[config.mk]
export PLATFORM = sky130hd
export DESIGN_NAME = cx_multadd_pipe
export DESIGN_NICKNAME = d
export VERILOG_FILES = /design/src/rtl/cx_multadd_pipe.sv
export SDC_FILE = /design/constraint.sdc
export NUM_CORES = 2
export LEC_CHECK = 0
export ABC_AREA = 1
export CAP_MARGIN = 5
export CORE_MARGIN = 2
export CORE_UTILIZATION = 35
export CTS_BUF_LIST = sky130_fd_sc_hd__clkbuf_8
export CTS_CLUSTER_SIZE = 28
export DETAILED_ROUTE_END_ITERATION = 12
export GPL_ROUTABILITY_DRIVEN = 0
export PLACE_DENSITY = 0.49
export SLEW_MARGIN = 20
export SYNTH_ARGS = -nofsm -noshare
export SYNTH_HDL_FRONTEND = slang
export SYNTH_SLANG_ARGS = --single-unit
export TNS_END_PERCENT = 100
[constraint.sdc]
create_clock -name clk -period 7.6 [get_ports clk]
set_clock_uncertainty 0.1 [all_clocks]
set_input_delay 1.52 -clock clk [delete_from_list [all_inputs] [get_ports clk]]
set_output_delay 1.52 -clock clk [all_outputs]
set_load 0.02 [all_outputs]
[src/rtl/cx_multadd_pipe.sv]
// rtl/cx_multadd_pipe.sv - streaming complex multiply-add (A*B or A*conj(B), +/- C) with round/saturate
module cx_multadd_pipe #(
    parameter int AW = 16,
    parameter int AF = 15,
    parameter int BW = 16,
    parameter int BF = 15,
    parameter int CW = 16,
    parameter int CF = 15,
    parameter int OW = 16,
    parameter int OF = 15
) (
    input  logic                 clk,
    input  logic                 rst_n,
    input  logic                 en,
    input  logic                 in_valid,
    input  logic [1:0]           mode,
    input  logic signed [AW-1:0] a_re,
    input  logic signed [AW-1:0] a_im,
    input  logic signed [BW-1:0] b_re,
    input  logic signed [BW-1:0] b_im,
    input  logic signed [CW-1:0] c_re,
    input  logic signed [CW-1:0] c_im,
    output logic                 out_valid,
    output logic signed [OW-1:0] out_re,
    output logic signed [OW-1:0] out_im,
    output logic                 ovf,
    output logic                 ovf_sticky,
    input  logic                 ovf_clr
);

    localparam int IW  = AW + BW + 4;
    localparam int PW  = AW + BW + 2;
    localparam int CSH = AF + BF - CF;
    localparam int RSH = AF + BF - OF;

    localparam logic signed [IW-1:0] RND     = IW'(1) <<< (RSH - 1);
    localparam logic signed [IW-1:0] SAT_MAX = (IW'(1) <<< (OW - 1)) - IW'(1);
    localparam logic signed [IW-1:0] SAT_MIN = -(IW'(1) <<< (OW - 1));
    localparam logic signed [OW-1:0] OUT_MAX = {1'b0, {(OW-1){1'b1}}};
    localparam logic signed [OW-1:0] OUT_MIN = {1'b1, {(OW-1){1'b0}}};

    // vld[k]/sub[k] qualify the sample held in stage k; sub is mode[0] travelling with it
    logic [5:1] vld;
    logic [4:1] sub;

    logic signed [AW-1:0] a_re1, a_im1, a_re2, a_im2;
    logic signed [BW-1:0] b_re1;
    logic signed [BW:0]   b_im1, b_im2;
    logic signed [CW-1:0] c_re_d [1:4];
    logic signed [CW-1:0] c_im_d [1:4];
    logic signed [AW:0]   d2;
    logic signed [BW+1:0] pr2, pi2;
    logic signed [PW-1:0] mc3, mr3, mi3;
    logic signed [IW-1:0] x_re4, x_im4, y_re5, y_im5;
    logic signed [IW-1:0] c_re_ext, c_im_ext;
    logic signed [IW-1:0] rnd_re, rnd_im;
    logic signed [OW-1:0] sat_re, sat_im;
    logic                 ovf_re, ovf_im;

    assign c_re_ext = IW'(c_re_d[4]) <<< CSH;
    assign c_im_ext = IW'(c_im_d[4]) <<< CSH;

    // Three-multiplier form: re = a_re*(b_re-b_im) + (a_re-a_im)*b_im, im = a_im*(b_re+b_im) + same term
    always_ff @(posedge clk) begin
        if (en) begin
            a_re1     <= a_re;
            a_im1     <= a_im;
            b_re1     <= b_re;
            b_im1     <= mode[1] ? -(BW+1)'(b_im) : (BW+1)'(b_im);
            c_re_d[1] <= c_re;
            c_im_d[1] <= c_im;

            d2        <= (AW+1)'(a_re1) - (AW+1)'(a_im1);
            pr2       <= (BW+2)'(b_re1) - (BW+2)'(b_im1);
            pi2       <= (BW+2)'(b_re1) + (BW+2)'(b_im1);
            a_re2     <= a_re1;
            a_im2     <= a_im1;
            b_im2     <= b_im1;
            c_re_d[2] <= c_re_d[1];
            c_im_d[2] <= c_im_d[1];

            mc3       <= PW'(d2) * PW'(b_im2);
            mr3       <= PW'(a_re2) * PW'(pr2);
            mi3       <= PW'(a_im2) * PW'(pi2);
            c_re_d[3] <= c_re_d[2];
            c_im_d[3] <= c_im_d[2];

            x_re4     <= IW'(mr3) + IW'(mc3);
            x_im4     <= IW'(mi3) + IW'(mc3);
            c_re_d[4] <= c_re_d[3];
            c_im_d[4] <= c_im_d[3];

            y_re5     <= sub[4] ? x_re4 - c_re_ext : x_re4 + c_re_ext;
            y_im5     <= sub[4] ? x_im4 - c_im_ext : x_im4 + c_im_ext;
        end
    end

    always_comb begin
        rnd_re = (y_re5 + RND) >>> RSH;
        rnd_im = (y_im5 + RND) >>> RSH;
        sat_re = rnd_re[OW-1:0];
        sat_im = rnd_im[OW-1:0];
        ovf_re = 1'b0;
        ovf_im = 1'b0;
        if (rnd_re > SAT_MAX) begin
            sat_re = OUT_MAX;
            ovf_re = 1'b1;
        end else if (rnd_re < SAT_MIN) begin
            sat_re = OUT_MIN;
            ovf_re = 1'b1;
        end
        if (rnd_im > SAT_MAX) begin
            sat_im = OUT_MAX;
            ovf_im = 1'b1;
        end else if (rnd_im < SAT_MIN) begin
            sat_im = OUT_MIN;
            ovf_im = 1'b1;
        end
    end

    always_ff @(posedge clk or negedge rst_n) begin
        if (!rst_n) begin
            vld       <= '0;
            sub       <= '0;
            out_valid <= 1'b0;
            out_re    <= '0;
            out_im    <= '0;
            ovf       <= 1'b0;
        end else if (en) begin
            vld       <= {vld[4:1], in_valid};
            sub       <= {sub[3:1], mode[0]};
            out_valid <= vld[5];
            out_re    <= sat_re;
            out_im    <= sat_im;
            ovf       <= vld[5] & (ovf_re | ovf_im);
        end
    end

    // A saturating sample landing on the same edge as a clear keeps the flag set
    always_ff @(posedge clk or negedge rst_n) begin
        if (!rst_n) begin
            ovf_sticky <= 1'b0;
        end else begin
            ovf_sticky <= (en & vld[5] & (ovf_re | ovf_im)) | (ovf_sticky & ~ovf_clr);
        end
    end

endmodule

==> run_results.csv <==
group,metric,value,unit
global_routing,grt.overflow.total,0,
placed_design,post-dp-hpwl,136.8,mm
critical_path,end_kind,"flop",
drt,avgViaCountPerCell,4.684,
drt,ant_nets,0,
logic_synthesis,syn_nets,8223,
finish,layout-drive-gt1-share,3.602,%
logic_synthesis,synth_warnings,0,
floorplan,initial_utilization,35.28,%
critical_path,path_max_fanout,18,
logic_synthesis,synth_seq_area_share,25.68,%
drt,drt_iter0_drc,2744,
finish,num-nets-final,8266,
drt,drc,0,
sta,rsz0062_at_grt,"false",
clock_network,cts-buffers-inserted,97,
sta,slew_viol_final,0,
global_routing,grt.total_usage,19.41,%
sta,final.setup.tns,0,ns
clock_network,clock_latency,0.85,ns
logic_synthesis,synth_area_leaders,"fa_1 29%, edfxtp_1 24%, inv_1 11%",
logic_synthesis,syn_area,0.06066,mm2
critical_path,critical_path_class,"flop to flop",
logic_synthesis,netlist_instances,6821,
floorplan,rows,152,
clock_network,cts_tree,"yes",
logic_synthesis,synthArstFlopShare,8.365,%
drt,firstDrtPassIters,6,
floorplan,die_h,420.3,um
sta,maxSlewHeadroom,34.11,%
global_routing,grt_max_degree,178,
run,max_cap_viol_count,0,
global_routing,antenna_found_initial,1,
floorplan,die_w,420.3,um
critical_path,start_kind,"flop",
clock_network,cts_resized,0,
placed_design,numPortBuffers,137,
clock_network,cts.sinks,526,
logic_synthesis,synth.avg_cell_area,8.893,um2
sta,fmax,0.1469,GHz
logic_synthesis,ys_ff_latch,526,
min_path,hold_class,"flop to flop",
logic_synthesis,synth_top_area_share,29.07,%
logic_synthesis,yosysTopAreaCell,"fa_1",
floorplan,ios,138,
clock_network,cts-hold-fix-buffers,0,
global_routing,grt_pass1_wl,263.4,mm
drt,finalWirelength,167.3,mm
finish,area_delta_synth_final,8.950,%
critical_path,required,8.12,ns
global_routing,grt_pass1_vias,45530,
drt,wl_per_cell,18.08,um
sta,period_minus_slack,6.809,ns
clock_network,htreeDepth,3,
logic_synthesis,synth-edff-count,482,
floorplan,die_area,0.1767,mm2
drt,vias,43340,
logic_synthesis,synth_cell_type_count,57,
run_status,status,"finished clean",
clock_network,clockRootBuffer,"clkbuf_8",
floorplan,core,0.1719,mm2
sta,timing.final.crit_share,89.59,%
critical_path,arrival,7.33,ns
clock_network,clockBufferDepth,3,
logic_synthesis,ys.flop_type,"edfxtp_1",
clock_network,cts_setup_buffers,0,
sta,hold_violations,0,
sta,setup_viol,0,
clock_network,clk_pin_slew_worst_paths,0.05,ns
sta,worstMarginPinSlew,0.9883,ns
-- cell usage in the layout, fill, tap and decap left out, types with 37 or more instances in the layout --
cell                n
inv_1            1754
nand2_1          1425
fa_1              881
edfxtp_1          482
ha_1              418
nor2_1            367
a21oi_1           293
xor2_1            194
o21ai_0           161
clkdlybuf4s50_1   135
nand3_1           132
clkbuf_8           98
xnor2_1            93
nor3_1             55
dfrtp_1            44
nand4_1            40
a21o_1             37
-- stage by stage --
stage	setup slack, ns	util (%)	hold WS (ns)	instance area (um2)	instances
floorplan	1.778	-	0.3003	60660	6821
global placement	1.008	37.38	0.3027	64270	9075
detailed placement	0.9523	37.38	0.3052	64270	9075
CTS	0.8901	38.44	0.2914	66080	9251
global route	0.4780	38.44	0.2904	66090	9252
finish	0.7914	38.44	0.3091	66090	9252
-- cells by family after synthesis --
family | count (synthesis) | synth area share [%]
and+or+nand+nor | 2097 | 13.98
DFF | 526 | 25.68
adders and majority gates | 1299 | 37.70
AOI/OAI and AO/OA | 664 | 6.365
xor gates and xnor gates | 287 | 4.144
buffers and inverters | 1948 | 12.14
-- critical path: stages, from the launching register on --
cell      delay [ns]
edfxtp_1        0.68
nand2_1         0.23
inv_1           0.11
fa_1            0.76
fa_1            0.50
fa_1            0.45
fa_1            0.50
fa_1            0.54
inv_1           0.05
fa_1            0.47
inv_1           0.04
ha_1            0.36
nand2_1         0.17
nor4_1          0.73
nand4_1         0.25
nand3_1         0.21
nand2_1         0.08
nand2_1         0.08
xor2_1          0.26
-- registers in the layout, indices dropped and copies added (netlist names), 17 cells and up --
| signal | cells |
|---|---|
| b_im1 | 17 |
| mc3 | 34 |
| pr2 | 18 |
| c_im_d | 64 |
| d2 | 17 |
| mi3 | 34 |
| y_im5 | 22 |
| pi2 | 17 |
| c_re_d | 64 |
| x_im4 | 21 |
| x_re4 | 21 |
| y_re5 | 22 |
| b_im2 | 17 |
| mr3 | 34 |
-- cell usage after synthesis, types with 37 or more instances --
master / number
nand3_1: 132
xor2_1: 194
dfrtp_1: 44
ha_1: 418
inv_1: 1720
a21o_1: 37
xnor2_1: 93
clkbuf_1: 207
fa_1: 881
edfxtp_1: 482
a21oi_1: 293
o21ai_0: 161
nand4_1: 40
nand2_1: 1425
nor2_1: 367
nor3_1: 55
-- final timing paths --
check                              startpoint            end  slack, ns  cells after the start
min in group asynchronous               rst_n     out_re[11]       0.57                      1
max in group asynchronous               rst_n         vld[4]       6.42                      1
worst max register to register       a_re2[1]        mr3[26]       0.79                     18
worst min register to register  c_re_d[0][36]  c_re_d[0][52]       0.31                      0
worst min-delay path            c_re_d[0][36]  c_re_d[0][52]       0.31                      0
worst max-delay path                 a_re2[1]        mr3[26]       0.79                     18
-- per-layer routing --
metal / GRT usage, % / wire [um] / up-vias
met5: 0 / 0 / -
met4: 7.126 / 6643 / 0
met3: 2.238 / 7253 / 221
met2: 31.68 / 76710 / 1048
met1: 26.54 / 76670 / 21310
li1: - / - / 20760
-- final cells by class --
cell class                 instances  area (um2)
fill                           17560      105800
multi-input combinational       4347       37720
sequential                       526       15570
inverter                        1732        6501
tap                             2310        2890
timing repair buffer             160        1584
clock buffer                      98        1349
clock inverter                    78       467.9
antenna                            1       2.502
Power is left out: the tool's default activity adds up to more than one toggle a clock period on the data nets, which glitch-free logic cannot reach.
